**src/rtl/uart_alu_pkg.sv**
```systemverilog
// Shared types and constants for the UART ALU: opcode encoding, error result
// and the frame-assembly state encoding.
package uart_alu_pkg;

  typedef enum logic [7:0] {
    OP_PASS = 8'h00,
    OP_ADD  = 8'h01,
    OP_SUB  = 8'h02,
    OP_AND  = 8'h03,
    OP_OR   = 8'h04,
    OP_XOR  = 8'h05,
    OP_SHL  = 8'h06,
    OP_SHR  = 8'h07
  } alu_op_e;

  localparam logic [7:0] ERR_RESULT = 8'hFF;

  // Frame position: how many bytes of [opcode, a, b] have been received,
  // plus a one-cycle execute step once b is in.
  typedef logic [1:0] frame_state_t;
  localparam frame_state_t FS_IDLE   = 2'd0;
  localparam frame_state_t FS_GOT_OP = 2'd1;
  localparam frame_state_t FS_GOT_A  = 2'd2;
  localparam frame_state_t FS_EXEC   = 2'd3;

endpackage

```
**src/rtl/uart_rx.sv**
```systemverilog
// 8N1 UART receiver, LSB first. Bit period is 8*prescale clocks; the start
// bit is rechecked at its middle and every later bit is sampled mid-bit.
// A bad stop bit raises frame_error for one cycle and the receiver waits for
// the line to return high before looking for the next start edge.
module uart_rx
  import uart_alu_pkg::*;
#(
  parameter int DATA_WIDTH = 8
) (
  input  logic                  clk,
  input  logic                  rst,
  input  logic                  rxd,
  input  logic [15:0]           prescale,
  output logic [DATA_WIDTH-1:0] m_axis_tdata,
  output logic                  m_axis_tvalid,
  output logic                  frame_error
);

  localparam int BW = $clog2(DATA_WIDTH);

  localparam logic [2:0] RX_IDLE  = 3'd0;
  localparam logic [2:0] RX_START = 3'd1;
  localparam logic [2:0] RX_DATA  = 3'd2;
  localparam logic [2:0] RX_STOP  = 3'd3;
  localparam logic [2:0] RX_WAIT  = 3'd4;

  logic                  sync1_q, sync2_q, prev_q;
  logic [2:0]            state_q, state_d;
  logic [18:0]           cnt_q, cnt_d;
  logic [BW-1:0]         bit_q, bit_d;
  logic [DATA_WIDTH-1:0] shreg_q, shreg_d;
  logic [DATA_WIDTH-1:0] tdata_q, tdata_d;
  logic                  valid_q, valid_d;
  logic                  ferr_q, ferr_d;
  logic [18:0]           full_s, half_s;

  assign full_s = {prescale, 3'b000} - 19'd1;
  assign half_s = {1'b0, prescale, 2'b00} - 19'd1;

  // Receiver next-state: start detect, mid-bit sampling, stop check.
  always_comb begin
    state_d = state_q;
    cnt_d   = cnt_q;
    bit_d   = bit_q;
    shreg_d = shreg_q;
    tdata_d = tdata_q;
    valid_d = 1'b0;
    ferr_d  = 1'b0;
    case (state_q)
      RX_IDLE: begin
        if (prev_q && !sync2_q) begin
          state_d = RX_START;
          cnt_d   = half_s;
        end else begin
          state_d = RX_IDLE;
        end
      end
      RX_START: begin
        if (cnt_q != 19'd0) begin
          cnt_d = cnt_q - 19'd1;
        end else if (!sync2_q) begin
          state_d = RX_DATA;
          cnt_d   = full_s;
          bit_d   = '0;
        end else begin
          state_d = RX_IDLE;
        end
      end
      RX_DATA: begin
        if (cnt_q != 19'd0) begin
          cnt_d = cnt_q - 19'd1;
        end else begin
          shreg_d = {sync2_q, shreg_q[DATA_WIDTH-1:1]};
          cnt_d   = full_s;
          if (bit_q == BW'(DATA_WIDTH - 1)) begin
            state_d = RX_STOP;
          end else begin
            bit_d = bit_q + BW'(1);
          end
        end
      end
      RX_STOP: begin
        if (cnt_q != 19'd0) begin
          cnt_d = cnt_q - 19'd1;
        end else if (sync2_q) begin
          tdata_d = shreg_q;
          valid_d = 1'b1;
          state_d = RX_IDLE;
        end else begin
          ferr_d  = 1'b1;
          state_d = RX_WAIT;
        end
      end
      RX_WAIT: begin
        if (sync2_q) begin
          state_d = RX_IDLE;
        end else begin
          state_d = RX_WAIT;
        end
      end
      default: state_d = RX_IDLE;
    endcase
  end

  // Synchronizer and receiver state registers; the line is assumed idle-high.
  always_ff @(posedge clk) begin
    if (rst) begin
      sync1_q <= 1'b1;
      sync2_q <= 1'b1;
      prev_q  <= 1'b1;
      state_q <= RX_IDLE;
      cnt_q   <= 19'd0;
      bit_q   <= '0;
      shreg_q <= '0;
      tdata_q <= '0;
      valid_q <= 1'b0;
      ferr_q  <= 1'b0;
    end else begin
      sync1_q <= rxd;
      sync2_q <= sync1_q;
      prev_q  <= sync2_q;
      state_q <= state_d;
      cnt_q   <= cnt_d;
      bit_q   <= bit_d;
      shreg_q <= shreg_d;
      tdata_q <= tdata_d;
      valid_q <= valid_d;
      ferr_q  <= ferr_d;
    end
  end

  assign m_axis_tdata  = tdata_q;
  assign m_axis_tvalid = valid_q;
  assign frame_error   = ferr_q;

endmodule

```
**src/rtl/uart_tx.sv**
```systemverilog
// 8N1 UART transmitter, LSB first, bit period 8*prescale clocks. Accepts a
// byte on the valid/ready handshake and drives the start bit on the next edge.
module uart_tx #(
  parameter int DATA_WIDTH = 8
) (
  input  logic                  clk,
  input  logic                  rst,
  input  logic [DATA_WIDTH-1:0] s_axis_tdata,
  input  logic                  s_axis_tvalid,
  output logic                  s_axis_tready,
  output logic                  txd,
  input  logic [15:0]           prescale
);

  localparam int CW = $clog2(DATA_WIDTH + 2);

  logic                tready_q, tready_d;
  logic                busy_q, busy_d;
  logic                txd_q, txd_d;
  logic [DATA_WIDTH:0] sh_q, sh_d;
  logic [CW-1:0]       bit_q, bit_d;
  logic [18:0]         cnt_q, cnt_d;
  logic [18:0]         full_s;

  assign full_s = {prescale, 3'b000} - 19'd1;

  // Transmitter next-state: accept, then shift out data bits and stop bit.
  always_comb begin
    tready_d = tready_q;
    busy_d   = busy_q;
    txd_d    = txd_q;
    sh_d     = sh_q;
    bit_d    = bit_q;
    cnt_d    = cnt_q;
    if (!busy_q) begin
      if (s_axis_tvalid && tready_q) begin
        tready_d = 1'b0;
        busy_d   = 1'b1;
        txd_d    = 1'b0;
        sh_d     = {1'b1, s_axis_tdata};
        bit_d    = CW'(DATA_WIDTH + 1);
        cnt_d    = full_s;
      end else begin
        tready_d = 1'b1;
      end
    end else if (cnt_q != 19'd0) begin
      cnt_d = cnt_q - 19'd1;
    end else if (bit_q != '0) begin
      txd_d = sh_q[0];
      sh_d  = {1'b1, sh_q[DATA_WIDTH:1]};
      bit_d = bit_q - CW'(1);
      cnt_d = full_s;
    end else begin
      busy_d   = 1'b0;
      tready_d = 1'b1;
    end
  end

  // Transmitter registers; line idles high.
  always_ff @(posedge clk) begin
    if (rst) begin
      tready_q <= 1'b0;
      busy_q   <= 1'b0;
      txd_q    <= 1'b1;
      sh_q     <= '1;
      bit_q    <= '0;
      cnt_q    <= 19'd0;
    end else begin
      tready_q <= tready_d;
      busy_q   <= busy_d;
      txd_q    <= txd_d;
      sh_q     <= sh_d;
      bit_q    <= bit_d;
      cnt_q    <= cnt_d;
    end
  end

  assign s_axis_tready = tready_q;
  assign txd           = txd_q;

endmodule

```
**src/rtl/uart_alu_top.sv**
```systemverilog
// UART ALU top: three received bytes [opcode, a, b] form one command; the
// 8-bit result is parked in a one-entry holding register and sent back as a
// single UART byte. A newer result overwrites an unsent one.
module uart_alu_top
  import uart_alu_pkg::*;
#(
  parameter int DATA_WIDTH = 8,
  parameter int PRESCALE   = 13
) (
  input  logic clk_i,
  input  logic rst,
  input  logic tx_i,
  output logic data_o
);

  localparam logic [15:0] PRESCALE_W = 16'(PRESCALE);

  logic [DATA_WIDTH-1:0] rx_data_s;
  logic                  rx_valid_s;
  logic                  rx_ferr_s;
  logic                  tx_ready_s;

  frame_state_t          fs_q, fs_d;
  logic [DATA_WIDTH-1:0] op_q, op_d;
  logic [DATA_WIDTH-1:0] a_q, a_d;
  logic [DATA_WIDTH-1:0] b_q, b_d;
  logic [DATA_WIDTH-1:0] hold_q, hold_d;
  logic                  hold_valid_q, hold_valid_d;
  logic [DATA_WIDTH-1:0] alu_res_s;

  uart_rx #(.DATA_WIDTH(DATA_WIDTH)) u_rx (
    .clk           (clk_i),
    .rst           (rst),
    .rxd           (tx_i),
    .prescale      (PRESCALE_W),
    .m_axis_tdata  (rx_data_s),
    .m_axis_tvalid (rx_valid_s),
    .frame_error   (rx_ferr_s)
  );

  // Frame assembly: collect opcode, a, b; a framing error restarts the frame.
  always_comb begin
    fs_d = fs_q;
    op_d = op_q;
    a_d  = a_q;
    b_d  = b_q;
    case (fs_q)
      FS_IDLE: begin
        if (rx_valid_s) begin
          op_d = rx_data_s;
          fs_d = FS_GOT_OP;
        end else begin
          fs_d = FS_IDLE;
        end
      end
      FS_GOT_OP: begin
        if (rx_valid_s) begin
          a_d  = rx_data_s;
          fs_d = FS_GOT_A;
        end else begin
          fs_d = FS_GOT_OP;
        end
      end
      FS_GOT_A: begin
        if (rx_valid_s) begin
          b_d  = rx_data_s;
          fs_d = FS_EXEC;
        end else begin
          fs_d = FS_GOT_A;
        end
      end
      FS_EXEC: fs_d = FS_IDLE;
      default: fs_d = FS_IDLE;
    endcase
    if (rx_ferr_s) begin
      fs_d = FS_IDLE;
    end else begin
      fs_d = fs_d;
    end
  end

  // ALU: result of the captured command; unknown opcodes give ERR_RESULT.
  always_comb begin
    alu_res_s = ERR_RESULT;
    case (alu_op_e'(op_q))
      OP_PASS: alu_res_s = a_q;
      OP_ADD:  alu_res_s = a_q + b_q;
      OP_SUB:  alu_res_s = a_q - b_q;
      OP_AND:  alu_res_s = a_q & b_q;
      OP_OR:   alu_res_s = a_q | b_q;
      OP_XOR:  alu_res_s = a_q ^ b_q;
      OP_SHL:  alu_res_s = a_q << b_q[2:0];
      OP_SHR:  alu_res_s = a_q >> b_q[2:0];
      default: alu_res_s = ERR_RESULT;
    endcase
  end

  // Holding register: a fresh result wins over the transmitter draining it.
  always_comb begin
    hold_d       = hold_q;
    hold_valid_d = hold_valid_q;
    if (fs_q == FS_EXEC) begin
      hold_d       = alu_res_s;
      hold_valid_d = 1'b1;
    end else if (hold_valid_q && tx_ready_s) begin
      hold_valid_d = 1'b0;
    end else begin
      hold_valid_d = hold_valid_q;
    end
  end

  // Frame and holding registers; reset drops any partial frame or pending result.
  always_ff @(posedge clk_i) begin
    if (rst) begin
      fs_q         <= FS_IDLE;
      op_q         <= '0;
      a_q          <= '0;
      b_q          <= '0;
      hold_q       <= '0;
      hold_valid_q <= 1'b0;
    end else begin
      fs_q         <= fs_d;
      op_q         <= op_d;
      a_q          <= a_d;
      b_q          <= b_d;
      hold_q       <= hold_d;
      hold_valid_q <= hold_valid_d;
    end
  end

  uart_tx #(.DATA_WIDTH(DATA_WIDTH)) u_tx (
    .clk           (clk_i),
    .rst           (rst),
    .s_axis_tdata  (hold_q),
    .s_axis_tvalid (hold_valid_q),
    .s_axis_tready (tx_ready_s),
    .txd           (data_o),
    .prescale      (PRESCALE_W)
  );

endmodule

```
**config.mk**
```make
export PLATFORM = sky130hd
export DESIGN_NAME = uart_alu_top
export DESIGN_NICKNAME = d
export VERILOG_FILES = /design/src/rtl/uart_alu_pkg.sv /design/src/rtl/uart_rx.sv /design/src/rtl/uart_tx.sv /design/src/rtl/uart_alu_top.sv
export SDC_FILE = /design/constraint.sdc
export NUM_CORES = 1
export LEC_CHECK = 0
export ABC_CLOCK_PERIOD_IN_PS = 3050
export CAP_MARGIN = 10
export CELL_PAD_IN_SITES_DETAIL_PLACEMENT = 1
export CELL_PAD_IN_SITES_GLOBAL_PLACEMENT = 1
export CORE_MARGIN = 2
export CORE_UTILIZATION = 45
export CTS_BUF_LIST = sky130_fd_sc_hd__clkbuf_16
export DETAILED_ROUTE_END_ITERATION = 10
export GPL_ROUTABILITY_DRIVEN = 0
export PLACE_DENSITY = 0.86
export SLEW_MARGIN = 20
export SYNTH_ARGS = -nofsm -noshare
export SYNTH_HDL_FRONTEND = slang
export SYNTH_HIERARCHICAL = 1
export SYNTH_SLANG_ARGS = --single-unit
```
**constraint.sdc**
```tcl
create_clock -name clk_i -period 3.05 [get_ports clk_i]
set_input_delay 0.61 -clock clk_i [delete_from_list [all_inputs] [get_ports clk_i]]
set_output_delay 0.61 -clock clk_i [all_outputs]
set_load 0.1 [all_outputs]
```
==> flow_metrics.env, run 1 <==
export IMPL_clkLatencyLatePin_ns=0.43
export IMPL_hold_buffers=0
export IMPL_endpoint_kind="flop"
export IMPL_ys_ff_latch=115
export IMPL_antenna_found_initial=0
export IMPL_dp_cells=1239
export IMPL_fmax_mhz=321.2
export IMPL_worst_slew_pin_slew_ns=1.002
export IMPL_netlist_instances=940
export IMPL_violations="negative setup slack"
export IMPL_synthArstFlopShare_pct=0
export IMPL_fill_cells=2099
export IMPL_fin_nets=1074
export IMPL_crit_fanout=4
export IMPL_cts_root_buffer="clkbuf_16"
export IMPL_die_w_um=135.3
export IMPL_p_leak_nw=3.596
export IMPL_std_cell_rows=48
export IMPL_ios=4
export IMPL_slew_violations=0
export IMPL_final_cell_mix="128 x nor2_1, 114 x dfxtp_1, 107 x conb_1, 66 x nand2_1, 57 x a21oi_1"
export IMPL_min_from="u_rx/sync1_q$_SDFF_PP1_"
export IMPL_via_per_inst=5.735
export IMPL_die_area_um2=18300
export IMPL_fin_crit_sh_pct=102.1
export IMPL_dp_hpwl_mm=15.04
export IMPL_numCtsBuffers=17
export IMPL_power_density_nw_per_um2=451.7
export IMPL_cts_sinks=115
export IMPL_startpoint_type="flop"
export IMPL_clk_path_buf_depth=2
export IMPL_grtUsageTotal_pct=25.18
export IMPL_cts_max_level=4
export IMPL_tritoncts="built"
export IMPL_max_slew_margin_pct=31.48
export IMPL_vias=7306
export IMPL_maxCapViolations=0
export IMPL_period_minus_slack_ns=3.114
export IMPL_status="complete, but fails checks"
export IMPL_start_util_pct=45.48
export IMPL_vdd_drop_max_v=0.0005105
export IMPL_min_path_type="flop to flop"
export IMPL_instances_no_fill=1274
export IMPL_io_buffers=3
export IMPL_cp_startpoint="op_q[4]$_SDFFE_PP0P_"
export IMPL_dr_pass1_iters=5
export IMPL_fin_ws_ns=-0.06375
export IMPL_first_iter_violations=560
export IMPL_rsz0062_at_grt="true"
export IMPL_clkTransAtPathRegs_ns=0.06
export IMPL_wirelength_mm=22.82
export IMPL_detail_route_antenna_nets=0
export IMPL_synth_seq_area_share_pct=29.68
export IMPL_grt_pass1_vias=7507
export IMPL_wl_per_cell_um=17.91
export IMPL_grt_max_degree=47
export IMPL_final_common_cell="nor2_1"
export IMPL_critPathKind="flop to flop"
export IMPL_preCtsSetupSlack_ns=-0.05150
export IMPL_cp_arrival_ns=3.42
export IMPL_synth_flop_cell="dfxtp_1"
export IMPL_grt_pass1_wl_mm=36.88
export IMPL_rr_startpoint="op_q[4]$_SDFFE_PP0P_"
export IMPL_worstPathRequired_ns=3.36
export IMPL_core_area_um2=17060
export IMPL_synth_warnings=6
export IMPL_synth_edf_count=0
export IMPL_die_height_um=135.3
export IMPL_clock_skew_final_ns=0.009653
export IMPL_synth_distinct_cells=94
export IMPL_drc=0
export IMPL_syn_cell_area_um2=7757
export IMPL_area_growth_pct=16.42
export IMPL_syn_avg_cell_area_um2=8.253
export IMPL_finalHoldViolations=0
export IMPL_setup_viol=2
export IMPL_diodes=0
export IMPL_grt_overflow_total=0
export IMPL_layout_drive_gt1_share_pct=12.49
-- critical path, cell delays in order, from the launching register on --
cell and delay [ns]:
dfxtp_2 0.32, or4_4 0.57, nor4_4 0.20, mux2_4 0.35, buf_4 0.14, fa_1 0.43
nor2b_2 0.19, nor3_2 0.09, o21bai_1 0.20, a21oi_1 0.12, xnor2_1 0.14, a31o_1 0.23
-- state kept, by name, indices dropped and copies added (netlist names), 3 cells and up, named ones only --
signal	cells
u_rx/cnt_q	19
u_tx/cnt_q	19
a_q	8
b_q	8
hold_q	8
op_q	8
u_rx/m_axis_tdata	8
u_rx/shreg_q	8
u_tx/sh_q	8
u_tx/bit_q	4
u_rx/bit_q	3
u_rx/state_q	3
-- routing by layer --
metal  track usage [%]  wire (um)
met4             10.01        634
met3             4.527        852
met2             44.47      11610
met1             30.31       9727
met5                 0          0
-- cells by family (layout without fill, tap and decap cells) --
family | Yosys count | in the layout | share of synthesized area (%)
fa+ha+maj | 35 | 35 | 5.742
buf+inv | 104 | 108 | 5.661
mux | 60 | 60 | 9.242
other cells | 2 | 107 | 0.09681
compound gates | 221 | 221 | 19.97
flops | 115 | 115 | 29.68
xor+xnor | 43 | 43 | 4.855
simple gates | 360 | 360 | 24.76
-- timing repair --
item / in CTS / in global routing
gates cloned: 0 / 0
setup buffers: 0 / 3
endpoints found under the hold margin: 0 / 0
resized for setup: 1 / 8
pin swaps: 1 / 5
setup endpoints to repair: 2 / 4
-- per-stage QoR --
stage	hold WS (ns)	area (um2)	TNS (ns)	util [%]	power, mW
after global routing	0.4244	9031	-0.4711	52.95	4.249
after floorplan	0.3895	8160	0	-	2.036
after global placement	0.4004	8401	0	49.25	2.132
after detailed placement	0.4042	8401	-0.06250	49.25	2.145
final	0.4109	9031	-0.07341	52.95	4.080
after CTS	0.4136	8976	0	52.63	4.090
-- final timing paths --
check / to / cells after the start / slack [ns]
max: hold_q[6]$_SDFFE_PP0P_ / 11 / -0.06
min: u_rx/sync2_q$_SDFF_PP1_ / 1 / 0.41
max reg2reg: hold_q[6]$_SDFFE_PP0P_ / 11 / -0.06
min reg2reg: u_rx/sync2_q$_SDFF_PP1_ / 1 / 0.41
-- cell usage after synthesis, types with 4 or more instances --
| library cell | instances | share of area (%) |
|---|---|---|
| mux4_2 | 9 | 2.6 |
| inv_1 | 44 | 2.1 |
| a211o_1 | 4 | 0.45 |
| nor2_1 | 128 | 6.2 |
| buf_4 | 4 | 0.39 |
| nor4_1 | 12 | 0.97 |
| ha_1 | 34 | 5.5 |
| nand2b_1 | 20 | 1.6 |
| clkbuf_1 | 42 | 2.0 |
| or2_2 | 8 | 0.65 |
| nor4_4 | 4 | 1.1 |
| nand3_1 | 25 | 1.6 |
| o22ai_1 | 13 | 1.0 |
| or4_1 | 8 | 0.77 |
| o211ai_1 | 7 | 0.68 |
| o21a_1 | 5 | 0.48 |
| buf_2 | 9 | 0.58 |
| xnor2_1 | 25 | 2.8 |
| a311oi_1 | 10 | 1.1 |
| a211oi_1 | 11 | 1.1 |
| xor2_1 | 18 | 2.0 |
| nand2_1 | 66 | 3.2 |
| or3_1 | 4 | 0.32 |
| or4_4 | 4 | 0.58 |
| o32ai_2 | 8 | 1.7 |
| nor2b_1 | 10 | 0.81 |
| nand4_1 | 7 | 0.56 |
| dfxtp_1 | 115 | 30 |
| nand3b_1 | 5 | 0.48 |
| a31oi_1 | 22 | 1.8 |
| a21oi_1 | 57 | 3.7 |
| o21ai_0 | 34 | 2.2 |
| mux2i_1 | 48 | 6.2 |
| nor3_1 | 26 | 1.7 |
| o32ai_1 | 4 | 0.45 |
| a22oi_1 | 5 | 0.48 |
-- layout make-up --
| class | instances | area [um2] | area share, % |
|---|---|---|---|
| sequential | 115 | 2303 | 25.51 |
| tap | 225 | 281.5 | 3.117 |
| clock buffer | 17 | 425.4 | 4.710 |
| timing repair buffer | 31 | 247.7 | 2.743 |
| multi-input combinational | 826 | 5460 | 60.46 |
| clock inverter | 15 | 143.9 | 1.593 |
| inverter | 45 | 168.9 | 1.870 |
-- power by group --
part	leakage, nW	switching, mW	internal [mW]	total (mW)
clock	0.269	0.746	1.19	1.93
combinational	2.40	0.367	0.209	0.576
sequential	0.930	0.0346	1.53	1.57
total	3.60	1.15	2.93	4.08
No activity file was read; power rests on OpenSTA's default activity.
==> inputs of run 2 (changes only) <==
--- a/config.mk
+++ b/config.mk
@@ -5,16 +5,17 @@
 export SDC_FILE = /design/constraint.sdc
 export NUM_CORES = 1
 export LEC_CHECK = 0
-export ABC_CLOCK_PERIOD_IN_PS = 3050
+export ABC_CLOCK_PERIOD_IN_PS = 3900
 export CAP_MARGIN = 10
 export CELL_PAD_IN_SITES_DETAIL_PLACEMENT = 1
 export CELL_PAD_IN_SITES_GLOBAL_PLACEMENT = 1
 export CORE_MARGIN = 2
-export CORE_UTILIZATION = 45
+export CORE_UTILIZATION = 53
 export CTS_BUF_LIST = sky130_fd_sc_hd__clkbuf_16
 export DETAILED_ROUTE_END_ITERATION = 10
 export GPL_ROUTABILITY_DRIVEN = 0
-export PLACE_DENSITY = 0.86
+export HOLD_SLACK_MARGIN = 0.08
+export PLACE_DENSITY = 0.94
 export SLEW_MARGIN = 20
 export SYNTH_ARGS = -nofsm -noshare
 export SYNTH_HDL_FRONTEND = slang
==> constraint.sdc (replaced) <==
create_clock -name clk_i -period 3.9 [get_ports clk_i]
set_input_delay 0.78 -clock clk_i [delete_from_list [all_inputs] [get_ports clk_i]]
set_output_delay 0.78 -clock clk_i [all_outputs]
set_load 0.1 [all_outputs]
==> run 2 against run 1 <==
Critical path type unchanged. Core utilization rose by 8.0 points. Clock-buffer cell count did not move. Total power fell by 21%. The run now ends clean. Die area fell by 15%. Critical endpoint is now hold_q[5]$_SDFFE_PP0P_. Highest routed layer unchanged. Combinational power fell by 17%. Final area fell by 2.7%. Final cell count fell by 4.4%. Flip-flop and latch count did not move. Non-clock buffer count fell by 15. Global-route usage rose by 12 points.
==> flow_metrics.env, run 2 (same netlist as run 1, synthesis figures left out) <==
export IMPL_rsz0062_at_grt="false"
export IMPL_max_slew_margin_pct=33.03
export IMPL_cts_sinks=115
export IMPL_cts_root_buffer="clkbuf_16"
export IMPL_cp_arrival_ns=3.92
export IMPL_std_cell_rows=44
export IMPL_critPathKind="flop to flop"
export IMPL_multi_input_area_um2=5414
export IMPL_worstPathRequired_ns=4.25
export IMPL_power_frac_seq_pct=38.4
export IMPL_clk_path_buf_depth=2
export IMPL_worst_slew_pin_slew_ns=1.001
export IMPL_setup_tns_ns=0
export IMPL_fin_nets=1059
export IMPL_start_util_pct=53.78
export IMPL_power_total_mw=3.205
export IMPL_wirelength_mm=28.92
export IMPL_fill_cells=1767
export IMPL_fmax_mhz=280.2
export IMPL_slew_violations=0
export IMPL_layout_drive_gt1_share_pct=10.64
export IMPL_die_area_um2=15620
export IMPL_fin_crit_sh_pct=91.52
export IMPL_dp_hpwl_mm=16.16
export IMPL_diodes=0
export IMPL_cts_resized=0
export IMPL_register_area_um2=2302
export IMPL_final_common_cell="nor2_1"
export IMPL_crit_fanout=7
export IMPL_maxCapViolations=0
export IMPL_reg_largest_list="u_rx/cnt_q: 19 flops, u_tx/cnt_q: 19 flops"
export IMPL_p_leak_nw=3.492
export IMPL_die_w_um=125.0
export IMPL_reg2reg_depth=12
export IMPL_ios=4
export IMPL_startpoint_type="flop"
export IMPL_cts_max_level=4
export IMPL_dr_pass1_iters=5
export IMPL_die_height_um=125.0
export IMPL_hold_depth=1
export IMPL_switching_power_mw=0.9854
export IMPL_grtUsageTotal_pct=37.46
export IMPL_gr_usage_met1_pct=42.80
export IMPL_combPwrFrac_pct=14.9
export IMPL_top_usage_layer="met2"
export IMPL_power_density_nw_per_um2=364.9
export IMPL_grt_max_degree=50
export IMPL_area_growth_pct=13.24
export IMPL_final_cell_mix="128 x nor2_1, 115 x dfxtp_1, 107 x conb_1, 66 x nand2_1, 57 x a21oi_1"
export IMPL_numCtsBuffers=17
export IMPL_p_sw_share_pct=30.74
export IMPL_p_int_mw=2.220
export IMPL_clkPwrFrac_pct=46.7
export IMPL_tritoncts="built"
export IMPL_wl_per_cell_um=23.75
export IMPL_clock_skew_final_ns=0.01023
export IMPL_post_cts_buffers=0
export IMPL_min_path_type="flop to flop"
export IMPL_finalHoldViolations=0
export IMPL_setup_viol=0
export IMPL_status="completed"
export IMPL_detail_route_antenna_nets=0
export IMPL_clkLatencyLatePin_ns=0.44
export IMPL_antenna_found_initial=0
export IMPL_first_iter_violations=959
export IMPL_use_met2_pct=66.40
export IMPL_vdd_drop_max_v=0.0003396
export IMPL_io_buffers=3
export IMPL_vias=8004
export IMPL_drc=0
export IMPL_clkTransAtPathRegs_ns=0.06
export IMPL_grt_pass1_wl_mm=46.66
export IMPL_grt_met3_usage_pct=7.403
export IMPL_core_area_um2=14420
export IMPL_endpoint_kind="flop"
export IMPL_hold_buffers=0
export IMPL_via_per_inst=6.571
export IMPL_grt_overflow_total=0
export IMPL_period_minus_slack_ns=3.569
export IMPL_grt_pass1_vias=8558
-- run 2: changes by cell type in the layout (fill, tap and decap cells not counted), sizes merged --
cell	delta
clkinv	+3
buf	-16
clkdlybuf4s50	+1
inv	-1
bufinv	-1
clkinvlp	-1
-- run 2: routing by layer --
metal  vias up  part of all wire [%]  wire length (um)
met3       150                   6.6              1908
met5         -                     0                 0
met2       466                    51             14640
met4         0                   5.4              1555
met1      3924                    37             10820
li1       3464                     -                 -
-- run 2: power by group through the flow --
stage | logic (mW) | registers, mW | clock network, mW
2_1_floorplan | 0.348 | 1.24 | 0
3_3_place_gp | 0.400 | 1.25 | 0
3_5_place_dp | 0.417 | 1.25 | 0
4_1_cts | 0.445 | 1.23 | 1.50
5_1_grt | 0.509 | 1.23 | 1.54
6_report | 0.477 | 1.23 | 1.50
-- run 2: area by class of cell --
class / count / share of cell area (%)
Timing Repair Buffer: 16 / 1.424
Clock buffer: 17 / 4.843
Multi-Input combinational cell: 826 / 61.63
Tap cell: 184 / 2.621
Sequential cell: 115 / 26.21
Clock inverter: 15 / 1.353
Inverter: 45 / 1.923
-- run 2: worst paths after layout --
check / startpoint / endpoint / slack, ns
setup / recovery: op_q[4]$_SDFFE_PP0P_ / hold_q[5]$_SDFFE_PP0P_ / 0.33
hold reg to reg: u_rx/sync1_q$_SDFF_PP1_ / u_rx/sync2_q$_SDFF_PP1_ / 0.44
setup reg to reg: op_q[4]$_SDFFE_PP0P_ / hold_q[5]$_SDFFE_PP0P_ / 0.33
hold / removal: u_rx/sync1_q$_SDFF_PP1_ / u_rx/sync2_q$_SDFF_PP1_ / 0.44
-- run 2: worst max-delay path, stage by stage (launching register included) --
cell and delay (ns):
dfxtp_1 0.32, or4_4 0.58, nor4_2 0.16, buf_4 0.20, mux2_2 0.38, inv_1 0.08, ha_1 0.23, nor2b_1 0.15
o21a_1 0.21, a311oi_1 0.59, xnor2_1 0.20, nand2_1 0.09, a311oi_1 0.29
-- run 2: through the flow --
step                      util, %  cells  setup WS (ns)  hold slack, ns  instance area [um2]
after CTS                   60.90   1218         0.4169          0.4418                 8785
final                       60.90   1218         0.3307          0.4399                 8785
after global placement      57.13   1186         0.7906          0.3929                 8240
after global routing        60.90   1218         0.3082          0.4485                 8785
after floorplan                 -   1045         0.8239          0.3895                 8152
after detailed placement    57.13   1186         0.6742          0.4186                 8240
==> inputs of run 3 (changes only) <==
--- a/config.mk
+++ b/config.mk
@@ -16,6 +16,7 @@
 export GPL_ROUTABILITY_DRIVEN = 0
 export HOLD_SLACK_MARGIN = 0.08
 export PLACE_DENSITY = 0.94
+export SETUP_SLACK_MARGIN = 0.1
 export SLEW_MARGIN = 20
 export SYNTH_ARGS = -nofsm -noshare
 export SYNTH_HDL_FRONTEND = slang
==> results of run 3 <==
Final layout, timing and power as in run 2 (identical DEF).
